`src/rtl/ps2_kbd_cmd_sequencer_if.sv`:
```
// Signal bundle between the PS/2 keyboard command sequencer and its neighbours
// (PS2_Controller send/receive ports, scan-code decoder, game logic).
interface ps2_kbd_cmd_sequencer_if;
  logic [7:0] cmd_data;
  logic       cmd_send;
  logic       cmd_sent;
  logic       cmd_err;
  logic [7:0] rx_data;
  logic       rx_valid;
  logic [7:0] fwd_data;
  logic       fwd_valid;
  logic       led_req;
  logic [2:0] led_val;
  logic       led_busy;
  logic       led_done;
  logic       init_done;
  logic       fail;

  modport master (
    output cmd_data, cmd_send, fwd_data, fwd_valid, led_busy, led_done, init_done, fail,
    input  cmd_sent, cmd_err, rx_data, rx_valid, led_req, led_val
  );

  modport slave (
    input  cmd_data, cmd_send, fwd_data, fwd_valid, led_busy, led_done, init_done, fail,
    output cmd_sent, cmd_err, rx_data, rx_valid, led_req, led_val
  );
endinterface

```
`src/rtl/ps2_kbd_cmd_sequencer.sv`:
```
// Host-side PS/2 keyboard command sequencer: reset/BAT, optional typematic setup, LED updates.
// Optional feature macro: TYPEMATIC_CFG_EN (send F3 + TYPEMATIC_VAL after BAT).
module ps2_kbd_cmd_sequencer #(
  parameter int         RESP_TIMEOUT  = 500_000,
  parameter int         BAT_TIMEOUT   = 37_500_000,
  parameter int         MAX_RETRIES   = 3,
  parameter logic [7:0] TYPEMATIC_VAL = 8'h20
) (
  input  logic                          CLOCK_50,
  input  logic                          resetn,
  ps2_kbd_cmd_sequencer_if.master       bus
);
  localparam int CNT_W = $clog2(BAT_TIMEOUT + 1);
  localparam int RTY_W = $clog2(MAX_RETRIES + 2);

  typedef enum logic [2:0] {
    S_RST, S_BAT, S_TM_CMD, S_TM_ARG, S_IDLE, S_LED_CMD, S_LED_ARG, S_FAIL
  } state_e;
  typedef enum logic [1:0] {PH_SEND, PH_WAIT_SENT, PH_WAIT_RESP} phase_e;

  state_e             state_q, state_d;
  phase_e             ph_q, ph_d;
  logic [CNT_W-1:0]   cnt_q, cnt_d;
  logic [RTY_W-1:0]   rty_q, rty_d;
  logic               pend_q, pend_d;
  logic [2:0]         val_q, val_d;
  logic [2:0]         arg_q, arg_d;
  logic [7:0]         cmd_data_q, cmd_data_d;
  logic               cmd_send_q, cmd_send_d;
  logic [7:0]         fwd_data_q, fwd_data_d;
  logic               fwd_valid_q, fwd_valid_d;
  logic               led_busy_q, led_busy_d;
  logic               led_done_q, led_done_d;
  logic               init_done_q, init_done_d;
  logic               fail_q, fail_d;
  logic               is_cmd, do_retry, byte_ok, consume;
  logic [7:0]         tx_byte;

  always_comb begin
    state_d     = state_q;
    ph_d        = ph_q;
    cnt_d       = cnt_q;
    rty_d       = rty_q;
    pend_d      = pend_q;
    val_d       = val_q;
    arg_d       = arg_q;
    cmd_send_d  = 1'b0;
    cmd_data_d  = cmd_data_q;
    fwd_valid_d = 1'b0;
    fwd_data_d  = fwd_data_q;
    led_done_d  = 1'b0;
    do_retry    = 1'b0;
    byte_ok     = 1'b0;
    consume     = 1'b0;
    is_cmd      = state_q inside {S_RST, S_TM_CMD, S_TM_ARG, S_LED_CMD, S_LED_ARG};

    case (state_q)
      S_RST:     tx_byte = 8'hFF;
      S_TM_CMD:  tx_byte = 8'hF3;
      S_TM_ARG:  tx_byte = TYPEMATIC_VAL;
      S_LED_CMD: tx_byte = 8'hED;
      S_LED_ARG: tx_byte = {5'b0, arg_q};
      default:   tx_byte = 8'h00;
    endcase

    if (is_cmd) begin
      case (ph_q)
        PH_SEND: begin
          cmd_send_d = 1'b1;
          cmd_data_d = tx_byte;
          ph_d       = PH_WAIT_SENT;
        end
        PH_WAIT_SENT: begin
          // An error pulse wins over a simultaneous completion pulse.
          if (bus.cmd_err)       do_retry = 1'b1;
          else if (bus.cmd_sent) ph_d     = PH_WAIT_RESP;
        end
        default: begin
          if (bus.rx_valid && bus.rx_data == 8'hFA) begin
            consume = 1'b1;
            byte_ok = 1'b1;
          end else if (bus.rx_valid && bus.rx_data == 8'hFE) begin
            consume  = 1'b1;
            do_retry = 1'b1;
          end else if (cnt_q == CNT_W'(RESP_TIMEOUT - 1)) begin
            do_retry = 1'b1;
          end
        end
      endcase
    end else if (state_q == S_BAT) begin
      if (bus.rx_valid && bus.rx_data == 8'hAA) begin
        consume = 1'b1;
`ifdef TYPEMATIC_CFG_EN
        state_d = S_TM_CMD;
        ph_d    = PH_SEND;
`else
        state_d = S_IDLE;
`endif
      end else if (bus.rx_valid && bus.rx_data == 8'hFC) begin
        consume  = 1'b1;
        do_retry = 1'b1;
      end else if (cnt_q == CNT_W'(BAT_TIMEOUT - 1)) begin
        do_retry = 1'b1;
      end
    end else if (state_q == S_IDLE && pend_q) begin
      state_d = S_LED_CMD;
      ph_d    = PH_SEND;
      pend_d  = 1'b0;
      arg_d   = val_q;
    end

    if (byte_ok) begin
      rty_d = '0;
      ph_d  = PH_SEND;
      case (state_q)
        S_RST:     state_d = S_BAT;
        S_TM_CMD:  state_d = S_TM_ARG;
        S_LED_CMD: state_d = S_LED_ARG;
        S_LED_ARG: begin
          state_d    = S_IDLE;
          led_done_d = 1'b1;
        end
        default:   state_d = S_IDLE;
      endcase
    end

    // A failed BAT restarts the whole keyboard reset with FF.
    if (do_retry) begin
      if (rty_q == RTY_W'(MAX_RETRIES)) begin
        state_d = S_FAIL;
      end else begin
        rty_d = rty_q + 1'b1;
        ph_d  = PH_SEND;
        if (state_q == S_BAT) state_d = S_RST;
      end
    end

    if (bus.led_req && state_q != S_FAIL) begin
      pend_d = 1'b1;
      val_d  = bus.led_val;
    end

    if (bus.rx_valid && !consume) begin
      fwd_valid_d = 1'b1;
      fwd_data_d  = bus.rx_data;
    end

    if (state_d != state_q || ph_d != ph_q) cnt_d = '0;
    else if (cnt_q != '1)                   cnt_d = cnt_q + 1'b1;

    led_busy_d  = (state_d != S_FAIL) &&
                  (pend_d || state_d == S_LED_CMD || state_d == S_LED_ARG);
    init_done_d = state_d inside {S_IDLE, S_LED_CMD, S_LED_ARG};
    fail_d      = (state_d == S_FAIL);
  end

  always_ff @(posedge CLOCK_50 or negedge resetn) begin
    if (!resetn) begin
      state_q     <= S_RST;
      ph_q        <= PH_SEND;
      cnt_q       <= '0;
      rty_q       <= '0;
      pend_q      <= 1'b0;
      val_q       <= '0;
      arg_q       <= '0;
      cmd_data_q  <= '0;
      cmd_send_q  <= 1'b0;
      fwd_data_q  <= '0;
      fwd_valid_q <= 1'b0;
      led_busy_q  <= 1'b0;
      led_done_q  <= 1'b0;
      init_done_q <= 1'b0;
      fail_q      <= 1'b0;
    end else begin
      state_q     <= state_d;
      ph_q        <= ph_d;
      cnt_q       <= cnt_d;
      rty_q       <= rty_d;
      pend_q      <= pend_d;
      val_q       <= val_d;
      arg_q       <= arg_d;
      cmd_data_q  <= cmd_data_d;
      cmd_send_q  <= cmd_send_d;
      fwd_data_q  <= fwd_data_d;
      fwd_valid_q <= fwd_valid_d;
      led_busy_q  <= led_busy_d;
      led_done_q  <= led_done_d;
      init_done_q <= init_done_d;
      fail_q      <= fail_d;
    end
  end

  assign bus.cmd_data  = cmd_data_q;
  assign bus.cmd_send  = cmd_send_q;
  assign bus.fwd_data  = fwd_data_q;
  assign bus.fwd_valid = fwd_valid_q;
  assign bus.led_busy  = led_busy_q;
  assign bus.led_done  = led_done_q;
  assign bus.init_done = init_done_q;
  assign bus.fail      = fail_q;
endmodule

```
`src/flat_wrapper.sv`:
```
// flat-port wrapper written by rule: the top's interface ports become plain ports
module ps2_kbd_cmd_sequencer_flat 
#(
  parameter int         RESP_TIMEOUT  = 500_000,
  parameter int         BAT_TIMEOUT   = 37_500_000,
  parameter int         MAX_RETRIES   = 3,
  parameter logic [7:0] TYPEMATIC_VAL = 8'h20
)
  (CLOCK_50, resetn, bus_cmd_data, bus_cmd_send, bus_fwd_data, bus_fwd_valid, bus_led_busy, bus_led_done, bus_init_done, bus_fail, bus_cmd_sent, bus_cmd_err, bus_rx_data, bus_rx_valid, bus_led_req, bus_led_val);
  ps2_kbd_cmd_sequencer_if bus_i ();
  input  logic CLOCK_50;
  input  logic resetn;
  output wire logic [$bits(bus_i.cmd_data)-1:0] bus_cmd_data;
  output wire logic [$bits(bus_i.cmd_send)-1:0] bus_cmd_send;
  output wire logic [$bits(bus_i.fwd_data)-1:0] bus_fwd_data;
  output wire logic [$bits(bus_i.fwd_valid)-1:0] bus_fwd_valid;
  output wire logic [$bits(bus_i.led_busy)-1:0] bus_led_busy;
  output wire logic [$bits(bus_i.led_done)-1:0] bus_led_done;
  output wire logic [$bits(bus_i.init_done)-1:0] bus_init_done;
  output wire logic [$bits(bus_i.fail)-1:0] bus_fail;
  input wire logic [$bits(bus_i.cmd_sent)-1:0] bus_cmd_sent;
  input wire logic [$bits(bus_i.cmd_err)-1:0] bus_cmd_err;
  input wire logic [$bits(bus_i.rx_data)-1:0] bus_rx_data;
  input wire logic [$bits(bus_i.rx_valid)-1:0] bus_rx_valid;
  input wire logic [$bits(bus_i.led_req)-1:0] bus_led_req;
  input wire logic [$bits(bus_i.led_val)-1:0] bus_led_val;
  assign bus_cmd_data = bus_i.cmd_data;
  assign bus_cmd_send = bus_i.cmd_send;
  assign bus_fwd_data = bus_i.fwd_data;
  assign bus_fwd_valid = bus_i.fwd_valid;
  assign bus_led_busy = bus_i.led_busy;
  assign bus_led_done = bus_i.led_done;
  assign bus_init_done = bus_i.init_done;
  assign bus_fail = bus_i.fail;
  assign bus_i.cmd_sent = bus_cmd_sent;
  assign bus_i.cmd_err = bus_cmd_err;
  assign bus_i.rx_data = bus_rx_data;
  assign bus_i.rx_valid = bus_rx_valid;
  assign bus_i.led_req = bus_led_req;
  assign bus_i.led_val = bus_led_val;
  ps2_kbd_cmd_sequencer #(.RESP_TIMEOUT(RESP_TIMEOUT), .BAT_TIMEOUT(BAT_TIMEOUT), .MAX_RETRIES(MAX_RETRIES), .TYPEMATIC_VAL(TYPEMATIC_VAL)) u_core (.CLOCK_50(CLOCK_50), .resetn(resetn), .bus(bus_i));
endmodule
```
`config.mk`:
```
export PLATFORM = sky130hd
export DESIGN_NAME = ps2_kbd_cmd_sequencer_flat
export DESIGN_NICKNAME = d
export VERILOG_FILES = /design/src/rtl/ps2_kbd_cmd_sequencer_if.sv /design/src/rtl/ps2_kbd_cmd_sequencer.sv /design/src/flat_wrapper.sv
export SDC_FILE = /design/constraint.sdc
export NUM_CORES = 1
export LEC_CHECK = 0
export CORE_MARGIN = 5
export CORE_UTILIZATION = 55
export CTS_CLUSTER_SIZE = 8
export DETAILED_ROUTE_END_ITERATION = 10
export PLACE_DENSITY = 0.77
export SLEW_MARGIN = 5
export SYNTH_ARGS = -nofsm -noshare
export SYNTH_HDL_FRONTEND = slang
export SYNTH_SLANG_ARGS = --single-unit
export TNS_END_PERCENT = 5
```
`constraint.sdc`:
```
create_clock -name CLOCK_50 -period 3.1 [get_ports CLOCK_50]
set_clock_uncertainty 0.05 [all_clocks]
set_input_delay 0.465 -clock CLOCK_50 [delete_from_list [all_inputs] [get_ports CLOCK_50]]
set_output_delay 0.465 -clock CLOCK_50 [all_outputs]
set_load 0.02 [all_outputs]
```
==> flow_summary.ini <==
[power]
p_per_area_nw_per_um2 = 840.2
peakVddDrop_mv = 0.6575
p_leak_nw = 1.730

[layout]
area_delta_synth_final_pct = 21.07
nFillCells = 487
diodes = 0
drive_gt1_share_pct = 20.20
nets = 405

[floorplan]
io_pins = 39
core_area_um2 = 6241
die_w_um = 89.48
die_area_um2 = 8007
chipHeight_um = 89.48
start_util_pct = 55.67
num_rows = 29

[yosys]
synth_edf_count = 0
yosys_register_bits = 62
synth_top_area_cell = dfrtp_1
synth_common_cells = dfrtp_1, nand2_1, nor2_1, xnor2_1, nor3_2
avgSynthCellArea_um2 = 10.25
synth_cells = 339
yosysTopAreaCellShare_pct = 44.65
synthTopCellsByArea = dfrtp_1, mux2_2, nor3_2, xnor2_1, nand2_1
synth_ff_type = dfrtp_1
ys_warn_count = 0
synth_cell_types = 59
ys_seq_area_share_pct = 44.65
synth_nets = 358
synth.most_common_cell = dfrtp_1
syn-cell-area_um2 = 3475
async_flop_share_pct = 100.0

[sta]
hold_violations = 0
layout_setup_ws_ps = 225.7
fin_crit_ps = 2874
finalSetupViolations = 0
max_freq_mhz = 347.9
slew_headroom_pct = 19.28
drv_slew = 0
grt_setup_unrepaired = no
setup-tns-final_ps = 0
worstMarginPinSlew_ps = 1202
fin_crit_sh_pct = 92.72

[detailed_routing]
vias = 2777
first_iter_violations = 163
routedWlPerCell_um = 16.02
ant_nets = 0
wl_mm = 7.499
drcViolationCount = 0
avgViaCountPerCell = 5.934
dr.pass1.iters = 4

[grt]
grt_pass1_wl_mm = 12.88
grt.overflow.total = 0
grt_pass1_vias = 2789
antenna_found_initial = 0
grt_start_max_net_pins = 37
grtUsageTotal_pct = 20.74

[place]
pre_cts_slack_ps = 12.47
gp_congestion = 0.9231
io_buffers = 38
hpwl_mm = 5.456

[clocking]
cts_buffer_depth = 2
cts_hold_buf = 0
ctsResizeCount = 0
h-tree-depth = 3
cts_buffers = 9
post_cts_buffers = 0
cts_tree = yes
numClockSinks = 62
path_clk_slew_ps = 60
clockRootBuffer = clkbuf_8
insertion_delay_ps = 340

[worst_setup_path]
crit_fanout = 8
worst_setup_path_start_kind = flip-flop
cp.arrival_ps = 3080
critPathRequiredTime_ps = 3300
crit_path_end_kind = flip-flop
critPathKind = flip-flop to flip-flop

[run]
cap_violations = 0

[hold_path]
hp-class = primary input to async pin

[status]
status = complete, no violations
## routing by layer
layer	up-vias	wire length, um	track usage, %
met5	-	0	0
met4	0	148	8.660
met3	14	378	4.147
met2	81	3607	32.42
met1	1348	3364	28.11
li1	1334	-	-
## area by class of cell
class                      instances  area (um^2)  area share, %
clock inverter                     3        65.06          1.547
sequential                        62         1551          36.88
inverter                           5        18.77         0.4462
clock buffer                      13        168.9          4.015
timing repair buffer              53        513.0          12.20
tap                               77        96.34          2.290
multi-input combinational        255         1793          42.62
## registers in the layout, indices dropped and copies added, names as in the netlist
signal,flops
u_core.arg_q,3
u_core.bus.cmd_data,7
u_core.bus.cmd_send,1
u_core.bus.fail,1
u_core.bus.fwd_data,8
u_core.bus.fwd_valid,1
u_core.bus.init_done,1
u_core.bus.led_busy,1
u_core.bus.led_done,1
u_core.cnt_q,26
u_core.pend_q,1
u_core.ph_q,2
u_core.rty_q,3
u_core.state_q,3
u_core.val_q,3
## cell families (layout without fill, tap and decap cells)
group	after synthesis	after routing	synth area share (%)
adders and majority gates	2	2	0.7201
xor gates and xnor gates	24	24	6.050
AOI/OAI and AO/OA	46	46	9.543
buffers and inverters	22	74	3.745
and+or+nand+nor	160	160	27.84
muxes	23	23	7.454
DFF	62	62	44.65
## metrics by stage
stage          total power [W]  hold WS, ps  cells  area [um^2]  utilization [%]
2_1_floorplan         0.002247        119.4    339         3475                -
3_3_place_gp          0.002686        421.9    452         3973            63.65
3_5_place_dp          0.002717        432.9    452         3973            63.65
4_1_cts               0.003563        93.71    468         4207            67.40
5_1_grt               0.003769        128.5    468         4207            67.40
6_report              0.003535        75.96    468         4207            67.40
## cell usage in the layout (no fill, tap or decap), types with 3 or more instances in the layout
cell type | Yosys | final
and3_1 | 4 | 4
nand4_1 | 7 | 7
and2_1 | 4 | 4
nand2b_1 | 6 | 6
xnor2_1 | 22 | 22
a21oi_1 | 17 | 17
nor2b_1 | 5 | 5
nand2_1 | 29 | 29
buf_4 | 2 | 13
nor3b_1 | 3 | 3
nor3_2 | 20 | 20
nor2_1 | 22 | 22
nand4b_1 | 4 | 4
a221oi_1 | 3 | 3
inv_1 | 5 | 5
mux2_2 | 19 | 19
a21o_1 | 3 | 3
clkbuf_8 | 0 | 12
nand3_1 | 7 | 7
dfrtp_1 | 62 | 62
mux2i_1 | 3 | 3
clkdlybuf4s50_1 | 0 | 37
o21ai_0 | 4 | 4
and4_1 | 3 | 3
nor4_1 | 12 | 12
nor3_1 | 18 | 18
## path summary, 6_finish.rpt
kind	slack (ps)	start	cells past startpoint	endpoint
setup / recovery	230	u_core.cnt_q[15]	8	u_core.cnt_q[1]
hold / removal	80	resetn	1	u_core.cnt_q[14]
setup reg to reg	230	u_core.cnt_q[15]	8	u_core.cnt_q[1]
hold reg to reg	440	u_core.rty_q[0]	1	u_core.rty_q[0]
max in group asynchronous	2030	resetn	2	u_core.bus.fwd_data[5]
min in group CLOCK_50	440	u_core.rty_q[0]	1	u_core.rty_q[0]
## worst max-delay path: stages (launching register included)
cell and delay (ps):
dfrtp_1 440, or3_1 400, or4_1 440, o21ba_1 210
a21bo_1 230, o31ai_2 250, mux2_4 380, buf_4 180
nor3_1 190
## power by group
group,internal [W],switching [W],total [W]
combinational,0.000678,0.000886,0.00156
sequential,0.00100,0.000143,0.00114
clock,0.000518,0.000309,0.000827
total,0.00220,0.00134,0.00353
No activity file was read; power rests on OpenSTA's default activity.
